**src/rtl/contadores_palabras.sv**
```systemverilog
// Per-FIFO popped-word counters with a 1-cycle count-read responder.
// Optional: define COUNTER_SATURATE_EN to saturate counters at 2^CNT_W-1.
module contadores_palabras #(
  parameter int FIFO_UNITS = 4,
  parameter int INDEX      = 2,
  parameter int CNT_W      = 5,
  parameter int TOT_W      = 7
) (
  input  logic                  clk,
  input  logic                  reset,
  input  logic                  init,
  input  logic                  idle,
  input  logic [FIFO_UNITS-1:0] pop,
  input  logic [FIFO_UNITS-1:0] empty,
  input  logic                  req,
  input  logic [INDEX-1:0]      idx,
  output logic                  valid,
  output logic [CNT_W-1:0]      cuenta,
  output logic [TOT_W-1:0]      contador_4
);

`ifdef COUNTER_SATURATE_EN
  localparam logic [CNT_W-1:0] CNT_MAX = '1;
`endif

  logic [CNT_W-1:0]      cnt_q [FIFO_UNITS];
  logic [CNT_W-1:0]      cnt_d [FIFO_UNITS];
  logic [TOT_W-1:0]      tot_q, tot_d;
  logic                  valid_q, valid_d;
  logic [CNT_W-1:0]      cuenta_q, cuenta_d;
  logic [FIFO_UNITS-1:0] eff;
  logic [TOT_W-1:0]      inc;

  // Next-state: counted pops, running total and read capture
  always_comb begin
    eff      = '0;
    inc      = '0;
    valid_d  = req & idle & ~init;
    cuenta_d = valid_d ? cnt_q[idx] : cuenta_q;
    for (int i = 0; i < FIFO_UNITS; i++) begin
      eff[i] = pop[i] & ~empty[i] & ~init;
`ifdef COUNTER_SATURATE_EN
      // A saturated counter drops the increment so the total stays exact
      eff[i] = eff[i] & (cnt_q[i] != CNT_MAX);
`endif
      cnt_d[i] = init ? '0 : cnt_q[i] + CNT_W'(eff[i]);
      inc      = inc + TOT_W'(eff[i]);
    end
    tot_d = init ? '0 : tot_q + inc;
  end

  // State registers with synchronous reset
  always_ff @(posedge clk) begin
    if (reset) begin
      for (int i = 0; i < FIFO_UNITS; i++) cnt_q[i] <= '0;
      tot_q    <= '0;
      valid_q  <= 1'b0;
      cuenta_q <= '0;
    end else begin
      for (int i = 0; i < FIFO_UNITS; i++) cnt_q[i] <= cnt_d[i];
      tot_q    <= tot_d;
      valid_q  <= valid_d;
      cuenta_q <= cuenta_d;
    end
  end

  assign valid      = valid_q;
  assign cuenta     = cuenta_q;
  assign contador_4 = tot_q;

endmodule
```
**config.mk**
```make
export PLATFORM = sky130hd
export DESIGN_NAME = contadores_palabras
export DESIGN_NICKNAME = d
export VERILOG_FILES = /design/src/rtl/contadores_palabras.sv
export SDC_FILE = /design/constraint.sdc
export NUM_CORES = 1
export LEC_CHECK = 0
export CAP_MARGIN = 15
export CORE_UTILIZATION = 41
export DETAILED_ROUTE_END_ITERATION = 6
export PLACE_DENSITY = 0.68
export SLEW_MARGIN = 20
export SYNTH_ARGS = -nofsm -noshare
export SYNTH_HDL_FRONTEND = slang
export SYNTH_SLANG_ARGS = --single-unit
```
**constraint.sdc**
```tcl
create_clock -name clk -period 3.48 [get_ports clk]
set_input_delay 0.87 -clock clk [delete_from_list [all_inputs] [get_ports clk]]
set_output_delay 0.87 -clock clk [all_outputs]
set_load 0.005 [all_outputs]
```
==> results of run 1 <==
layout make-up:
type / instances / area, um^2
inverters: 1 / 3.75
flip-flops and latches: 33 / 661
fillers: 316 / 1550
clock buffers: 7 / 55.1
multi-input cells: 98 / 792
well taps: 46 / 57.6
repair buffers: 30 / 293
worst max-delay path by stage:
stage	startpoint	end	slack [ps]	depth (start not counted)
CTS	init	contador_4[4]$_SDFF_PP0_	410	9
floorplan	init	contador_4[4]$_SDFF_PP0_	550	9
detailed placement	init	contador_4[4]$_SDFF_PP0_	70	9
global route	init	contador_4[4]$_SDFF_PP0_	300	9
global placement	init	contador_4[4]$_SDFF_PP0_	140	9
finish	init	contador_4[4]$_SDFF_PP0_	400	9
Yosys cell counts:
cell type | number | area share
o31ai_1 | 1 | 0.0050
ha_1 | 9 | 0.075
or2_1 | 1 | 0.0042
or4_4 | 1 | 0.0075
xnor2_1 | 6 | 0.035
a21o_1 | 1 | 0.0050
nand2_1 | 3 | 0.0075
and4bb_1 | 1 | 0.0084
o21ai_0 | 2 | 0.0067
nor3b_1 | 3 | 0.015
fa_1 | 2 | 0.027
mux2i_1 | 6 | 0.040
or3_1 | 3 | 0.013
buf_2 | 3 | 0.010
inv_2 | 1 | 0.0025
xor2_1 | 9 | 0.053
nor2_1 | 21 | 0.053
nand3b_2 | 1 | 0.0075
a21oi_1 | 3 | 0.010
nand3_1 | 9 | 0.030
dfxtp_1 | 33 | 0.44
mux4_2 | 5 | 0.075
buf_6 | 2 | 0.015
a21oi_2 | 1 | 0.0059
nor3b_2 | 1 | 0.0084
and2_1 | 9 | 0.038
kinds of logic after synthesis:
| logic type | count (synthesis) | synth area share |
|---|---|---|
| fa+ha+maj | 11 | 0.102 |
| mux | 11 | 0.116 |
| simple gates | 53 | 0.192 |
| compound gates | 8 | 0.0327 |
| xor+xnor | 15 | 0.0879 |
| buf+inv | 6 | 0.0276 |
| flops | 33 | 0.442 |
worst max-delay path, delay by kind of cell:
family / cells / cell delay (ps)
buf+inv: 1 / 480
xor+xnor: 2 / 360
simple gates: 3 / 450
fa+ha+maj: 3 / 1120
per-layer routing:
layer	share of wire	wire length, um	global-route usage
met1	0.44	1180	0.184
met2	0.49	1340	0.282
met5	0	0	0
met4	0.020	54	0.0785
met3	0.047	126	0.0699
sequential cells by signal, summed over array words and instances (netlist names):
signal      count
cnt_q          20
contador_4      7
cuenta          5
valid           1
power by group through the flow:
stage                     combinational, mW  clock [mW]  sequential, mW
after floorplan                      0.0273           0           0.391
after global placement               0.0512           0           0.391
after detailed placement             0.0523           0           0.391
after CTS                            0.0525       0.225           0.383
after global routing                 0.0573       0.247           0.383
final                                0.0514       0.216           0.383
per-stage QoR:
stage | setup WS, ps | area [um^2]
2_1_floorplan | 552 | 1490
3_3_place_gp | 139 | 1810
3_5_place_dp | 65.8 | 1810
4_1_cts | 415 | 1860
5_1_grt | 298 | 1860
6_report | 398 | 1860
==> impl_metrics.csv, run 1 <==
group,metric,value,unit
run_status,status,"complete, no violations",
worst_setup_path,worstPathRequired,3680,ps
final_layout,fin_cells,215,
synthesis,ys_ff_latch,33,
clock_network,root_buffer,"clkbuf_4",
route,vias,1051,
die,rows,21,
die,die_h,62.4,um
final_layout,final_util,0.545,
clock_network,cts.sinks,33,
final_layout,layout-drive-gt1-share,0.112,
timing,grt_setup_unrepaired,"no",
worst_setup_path,r2r-end,"contador_4[4]$_SDFF_PP0_",
synthesis,synth-seq-area-share,0.442,
final_layout,area_growth,24.6,%
worst_hold_path,hold_depth,2,
worst_hold_path,min_path_type,"flip-flop to flip-flop",
synthesis,synthDistinctLibCells,26,
worst_setup_path,slowest_delay,480,ps
clock_network,cts_buffers,5,
clock_network,h-tree-depth,2,
clock_network,cts_max_path_buffers,2,
clock_network,hold_buffers,0,
placement,port-buffer-count,27,
placement,place_congestion,0.704,
grt,grt_pass1_vias,1139,
worst_setup_path,cp_max_fo,4,
placement,place_inst,208,
clock_network,clkLatencyLatePin,330,ps
power,p_clk_frac,0.332,
power,sw_frac_of_total,0.221,
route,vias_per_cell,4.89,
power,power,0.650,mW
power,power.internal,0.506,mW
power,powerDensity,349,nW/um^2
route,antenna_left,0,
worst_setup_path,startpoint_type,"primary input",
power,pwr-share-seq,0.589,
worst_setup_path,crit_path_top_delay_cell,"clkdlybuf4s50_1",
final_layout,final_common_cell,"dfxtp_1",
synthesis,syn_avg_cell_area,10.9,um^2
timing,tns,0,ps
grt,gr-total-overflow,0,
timing,holdWs,504,ps
route,drt_iter0_drc,13,
clock_network,cts_tree,"yes",
final_layout,final_cell_mix,"dfxtp_1 (33), clkdlybuf4s50_1 (27), nor2_1 (21)",
clock_network,cts_resized,0,
worst_hold_path,hold_path.startpoint,"cuenta[3]$_SDFFE_PP0P_",
worst_setup_path,crit_chain,"clkdlybuf4s50_1 > nor3b_2 > xor2_1 > ha_1 > fa_1 > fa_1 > nand3_1 > xor2_1 > nor2_1",
die,io_pins,28,
synthesis,syn_area,1490,um^2
grt,grt_usage,0.168,
grt,grt_max_degree,18,
worst_setup_path,worst-setup-path-type,"primary input to flip-flop",
route,wl,2.70,mm
flow_run,drv_cap,0,
power,p_comb_frac,0.079,
route,drc_errors,0,
worst_setup_path,end_kind,"flip-flop",
worst_setup_path,worst-r2r-cell-count,7,
timing,fin_crit,3080,ps
power,power.leakage,0.758,nW
route,drt-pass1-iter-count,4,
synthesis,synth_nets,163,
synthesis,syn-instance-count,137,
clock_network,cts.clk_slew.worst_paths,90,ps
power,peakVddDrop,0.218,mV
die,start_util,0.437,
die,die_w,62.4,um
clock_network,postCtsSetupRepairBufs,0,
worst_setup_path,ff2ff_setup_slack,1300,ps
final_layout,final_nets,195,
timing,setup_violations,0,
placement,dp_hpwl,2.07,mm
timing,slew_headroom,0.588,
final_layout,insertedDiodeCount,0,
grt,grt_pass1_wl,4.92,mm
synthesis,ys_warn_count,0,
grt,grt_antenna_before_repair,0,
timing,fin_crit_sh,0.886,
die,die_area,3890,um^2
timing,tightest_slew,618,ps
worst_setup_path,cp_data_arrival_time,3280,ps
power,switching_power,0.144,mW
timing,slew_viol_final,0,
timing,finalHoldViolations,0,
route,wire_per_inst,12.6,um
worst_setup_path,reg2reg_from,"contador_4[0]$_SDFF_PP0_",
die,core,3420,um^2
timing,clock.fmax,324,MHz
worst_hold_path,hold-path-endpoint,"cuenta[3]$_SDFFE_PP0P_",
timing,finClkSkew,6.02,ps
Power figures use the tool's default switching activity.
==> run 2, diff against run 1 <==
Settings changed: CORE_UTILIZATION 41 to 46, PLACE_DENSITY 0.68 to 0.78, TNS_END_PERCENT set to 30.
Clock period 3.48 ns to 2.6 ns, I/O delays scaled along.
==> run 2 against run 1 <==
Net effect:
- sequential power rose by 34%
- global-route usage increased by 3.3 points
- clock-buffer cell count is the same
- worst hold slack improved by 4.9 ps
- combinational power up 49%
- sequential cell count stayed put
- highest routed layer unchanged
- first-iteration DRC count increased by 69%
- largest power group unchanged
- critical path type unchanged
- wire length up 8.7%
- clock skew rose by 2.8 ps
==> impl_metrics.csv, run 2 (synthesis results as in run 1) <==
group,metric,value,unit
route,drt_iter0_drc,22,
worst_setup_path,ff2ff_setup_slack,570,ps
die,io_pins,28,
grt,grtUsageMet2,0.370,
grt,grt_usage,0.201,
timing,clock.fmax,403,MHz
worst_setup_path,worstPathRequired,2830,ps
power,power,0.920,mW
worst_setup_path,r2r-end,"contador_4[4]$_SDFF_PP0_",
timing,tightest_slew,512,ps
flow_run,drv_cap,0,
final_layout,fin_cells,221,
power,peakVddDrop,0.222,mV
clock_network,cts_tree,"yes",
clock_network,hold_buffers,0,
power,powerDensity,473,nW/um^2
final_layout,largest_reg_flops,20,
grt,use_met3,0.0677,
placement,place_inst,213,
final_layout,area_growth,30.2,%
die,core,3080,um^2
power,power.leakage,0.809,nW
timing,setup_violations,0,
worst_setup_path,crit_path_top_delay_cell,"fa_2",
final_layout,final_cell_mix,"dfxtp_1 (33), clkdlybuf4s50_1 (24), nor2_1 (21), buf_4 (10)",
die,start_util,0.485,
grt,gr-total-overflow,0,
grt,busiest_layer,"met2",
worst_hold_path,min_path_type,"flip-flop to flip-flop",
grt,grt_pass1_vias,1198,
clock_network,root_buffer,"clkbuf_4",
worst_hold_path,hold_path.startpoint,"contador_4[6]$_SDFF_PP0_",
clock_network,clkLatencyLatePin,330,ps
final_layout,final_common_cell,"dfxtp_1",
grt,grt_pass1_wl,5.04,mm
worst_setup_path,startpoint_type,"primary input",
route,vias_per_cell,5.08,
worst_hold_path,hold-path-endpoint,"contador_4[6]$_SDFF_PP0_",
worst_setup_path,slowest_delay,410,ps
worst_setup_path,cp_data_arrival_time,2710,ps
placement,port-buffer-count,27,
final_layout,layout-drive-gt1-share,0.181,
final_layout,largest_register,"cnt_q",
final_layout,final_util,0.632,
clock_network,cts_max_path_buffers,2,
clock_network,postCtsSetupRepairBufs,0,
timing,finalHoldViolations,0,
timing,fin_crit,2480,ps
timing,slew_viol_final,0,
die,rows,20,
worst_setup_path,worst-r2r-cell-count,7,
worst_setup_path,cp_max_fo,4,
route,drc_errors,0,
run_status,status,"complete, no violations",
worst_setup_path,crit_chain,"dlygate4sd2_1 > nor3b_4 > xor2_1 > ha_1 > fa_2 > fa_2 > nand3_2 > xor2_1 > nor2_1",
die,die_w,59.0,um
worst_setup_path,worst-setup-path-type,"primary input to flip-flop",
die,die_h,59.0,um
worst_setup_path,critPathTopFamily,"adder cells",
timing,slew_headroom,0.657,
grt,grt_max_degree,18,
worst_setup_path,reg2reg_from,"contador_4[0]$_SDFF_PP0_",
final_layout,insertedDiodeCount,0,
clock_network,h-tree-depth,2,
die,die_area,3480,um^2
clock_network,cts_buffers,5,
route,wl,2.94,mm
timing,fin_crit_sh,0.955,
route,vias,1122,
worst_setup_path,path_buf_inv,1,
final_layout,fill_cells,282,
route,antenna_left,0,
final_layout,final_nets,202,
placement,dpl-instance-area,1870,um^2
grt,grt_use_met1,0.197,
route,drt-pass1-iter-count,4,
placement,pre_cts_slack,-449,ps
final_layout,finalInstanceArea,1940,um^2
worst_setup_path,end_kind,"flip-flop",
timing,setup_ws,117,ps
worst_hold_path,hold_depth,2,
timing,grt_setup_unrepaired,"no",
placement,dp_hpwl,2.27,mm
placement,place_congestion,0.741,
clock_network,cts.clk_slew.worst_paths,100,ps
clock_network,cts.sinks,33,
route,wire_per_inst,13.3,um
timing,finClkSkew,8.80,ps
grt,grt_antenna_before_repair,0,
==> run 2: changes by cell type in the layout (fill, tap and decap cells not counted), sizes merged <==
cell           change
dlygate4sd2        +3
buf                +7
clkinv             +1
clkdlybuf4s50      -3
==> run 2: cell type report <==
cell class	instances	area (um^2)	share of cell area
tap	44	55.1	0.0283
sequential	33	661	0.340
multi-input combinational	98	813	0.418
inverter	1	3.75	0.00193
timing repair buffer	37	342	0.176
clock buffer	7	65.1	0.0335
clock inverter	1	5.00	0.00257
==> run 2: stage by stage <==
stage / hold WS [ps] / TNS, ps
after detailed placement: 497 / -2020
final: 509 / 0
after global placement: 473 / -1900
after floorplan: 457 / 0
after global routing: 543 / 0
after CTS: 513 / 0
==> run 2: per-layer routing <==
| layer | wire length (um) | vias to the layer above |
|---|---|---|
| met2 | 1580 | 24 |
| met5 | 0 | - |
| met1 | 1160 | 544 |
| li1 | - | 547 |
| met4 | 50 | 0 |
| met3 | 148 | 7 |
==> run 2: what timing repair did <==
action,4_1_cts,5_1_grt
gates cloned,0,0
setup endpoints to repair,2,2
gates resized for setup,4,1
pin swaps,5,0
==> run 2: worst max-delay path by stage <==
stage / end / cells after the start / slack (ps) / start
2_1_floorplan: contador_4[4]$_SDFF_PP0_ / 9 / 2 / init
3_3_place_gp: contador_4[4]$_SDFF_PP0_ / 9 / -410 / init
3_5_place_dp: contador_4[4]$_SDFF_PP0_ / 9 / -450 / init
4_1_cts: contador_4[4]$_SDFF_PP0_ / 8 / 20 / pop[2]
5_1_grt: contador_4[4]$_SDFF_PP0_ / 8 / 10 / pop[2]
6_report: contador_4[4]$_SDFF_PP0_ / 9 / 120 / init
==> run 2: power by group <==
part / switching, mW / internal (mW)
clock network: 0.174 / 0.157
logic: 0.0316 / 0.0449
registers: 0.00320 / 0.509
total: 0.209 / 0.711
==> run 2: worst register-to-register path, delay by kind of cell (launching register included) <==
family / cells / cell delay [ps]
fa+ha+maj: 3 / 1070
flops: 1 / 380
xor+xnor: 2 / 320
simple gates: 2 / 150
==> run 3, diff against run 2 <==
Settings changed: GPL_TIMING_DRIVEN set to 0.
==> run 3 against run 2 <==
Net effect:
- highest routed layer unchanged
- clock power fell by 3%
- critical endpoint unchanged
- maximum frequency decreased by 0.23%
- utilization down 1.7 points
==> impl_metrics.csv, run 3 (synthesis results as in run 1) <==
group,metric,value,unit
run_status,status,"complete, no violations",
timing,finalHoldViolations,0,
timing,tightest_slew,483,ps
final_layout,final_cell_mix,"dfxtp_1 (33), clkdlybuf4s50_1 (22), nor2_1 (21)",
final_layout,largest_register,"cnt_q",
timing,clock.fmax,402,MHz
worst_setup_path,cp_data_arrival_time,2700,ps
final_layout,multi_input_area,813,um^2
route,drt-pass1-iter-count,4,
final_layout,finalInstanceArea,1890,um^2
die,die_w,59.0,um
die,die_area,3480,um^2
final_layout,insertedDiodeCount,0,
worst_setup_path,reg2reg_from,"contador_4[0]$_SDFF_PP0_",
route,antenna_left,0,
die,die_h,59.0,um
grt,grt_pass1_wl,4.60,mm
placement,dp_hpwl,2.18,mm
power,peakVddDrop,0.332,mV
route,vias,1086,
clock_network,h-tree-depth,2,
grt,grt_max_degree,11,
route,drt_iter0_drc,25,
clock_network,root_buffer,"clkbuf_4",
die,core,3080,um^2
timing,setup_violations,0,
final_layout,largest_reg_flops,20,
route,drc_errors,0,
power,sw_frac_of_total,0.218,
route,vias_per_cell,5.05,
grt,gr-total-overflow,0,
power,p_comb_frac,0.079,
timing,finClkSkew,8.30,ps
worst_setup_path,worst-setup-path-type,"primary input to flip-flop",
die,rows,20,
flow_run,drv_cap,0,
timing,fin_crit,2490,ps
placement,port-buffer-count,24,
final_layout,fill_cells,256,
worst_setup_path,end_kind,"flip-flop",
final_layout,regArea,661,um^2
worst_setup_path,startpoint_type,"primary input",
power,power.leakage,0.778,nW
worst_setup_path,cp_max_fo,3,
die,io_pins,28,
timing,fin_crit_sh,0.957,
power,power.internal,0.706,mW
final_layout,final_common_cell,"dfxtp_1",
timing,grt_setup_unrepaired,"no",
placement,place_congestion,0.761,
timing,slew_headroom,0.677,
grt,grt_usage,0.186,
timing,slew_viol_final,0,
worst_setup_path,worst-r2r-cell-count,7,
worst_setup_path,r2r-end,"contador_4[4]$_SDFF_PP0_",
worst_hold_path,min_path_type,"flip-flop to flip-flop",
die,start_util,0.485,
power,power,0.903,mW
worst_hold_path,hold-path-endpoint,"cuenta[1]$_SDFFE_PP0P_",
worst_setup_path,ff2ff_setup_slack,580,ps
clock_network,cts_buffers,5,
clock_network,cts.clk_slew.worst_paths,100,ps
final_layout,final_util,0.615,
power,switching_power,0.197,mW
final_layout,final_nets,196,
worst_setup_path,worstPathRequired,2810,ps
final_layout,area_growth,26.7,%
clock_network,hold_buffers,0,
grt,grt_antenna_before_repair,0,
final_layout,layout-drive-gt1-share,0.170,
power,pwr-share-seq,0.567,
power,powerDensity,477,nW/um^2
power,p_clk_frac,0.354,
route,wire_per_inst,13.2,um
worst_hold_path,hold_path.startpoint,"cuenta[1]$_SDFFE_PP0P_",
clock_network,cts.sinks,33,
clock_network,clkLatencyLatePin,320,ps
worst_hold_path,hold_depth,2,
clock_network,cts_tree,"yes",
clock_network,cts_max_path_buffers,2,
placement,dpl-instance-area,1800,um^2
grt,grt_pass1_vias,1101,
route,wl,2.84,mm
[run 3: cell types whose count changed in the layout (fill, tap and decap cells not counted), sizes merged]
| cell | delta |
|---|---|
| clkdlybuf4s50 | -2 |
| dlygate4sd2 | -1 |
| buf | -3 |
[run 3: layout make-up]
type                       instances  area share
multi-input combinational         98       0.430
sequential                        33       0.349
timing repair buffer              26       0.134
clock buffer                       7      0.0344
tap                               44      0.0291
buffer                             5      0.0198
clock inverter                     1     0.00264
inverter                           1     0.00198
[run 3: worst max path at each step]
stage,startpoint,endpoint,slack [ps],cells after the start
finish,empty[0],contador_4[4]$_SDFF_PP0_,110,9
global route,empty[0],contador_4[4]$_SDFF_PP0_,20,9
CTS,pop[2],contador_4[4]$_SDFF_PP0_,20,8
detailed placement,pop[0],contador_4[4]$_SDFF_PP0_,-510,9
global placement,empty[0],contador_4[4]$_SDFF_PP0_,-400,9
floorplan,init,contador_4[4]$_SDFF_PP0_,2,9
[run 3: power by group through the flow]
stage	sequential, mW	clock, mW	combinational [mW]
5_1_grt	0.513	0.353	0.0790
3_5_place_dp	0.524	0	0.0724
6_report	0.512	0.320	0.0714
4_1_cts	0.512	0.331	0.0726
2_1_floorplan	0.524	0	0.0382
3_3_place_gp	0.524	0	0.0685
[run 3: through the flow]
stage	setup slack, ps	hold WS (ps)	cells	setup TNS [ps]
final	112	511	215	0
after global routing	18.6	549	215	0
after CTS	21.5	517	215	0
after detailed placement	-509	492	205	-2130
after global placement	-400	472	205	-1790
after floorplan	2.04	457	137	0
[run 3: worst max-delay path: stages]
cell,delay (ps)
dlygate4sd2_1,270
nor3b_4,240
xor2_1,170
ha_1,260
fa_2,370
fa_2,390
nand3_2,120
xor2_1,180
nor2_1,70
[run 3: what timing repair did]
item | CTS | global route
resized for setup | 3 | 1
pin swaps | 6 | 0
buffers inserted | 2 | 0
gates cloned | 0 | 0
setup endpoints to repair | 3 | 2
[run 3: routing by layer]
metal	part of all wire	GRT usage	vias to the layer above	wire [um]
li1	-	-	533	-
met1	0.39	0.179	528	1100
met2	0.56	0.360	23	1600
met3	0.044	0.0677	2	125
met4	0.0060	0.0612	0	17
met5	0	0	-	0
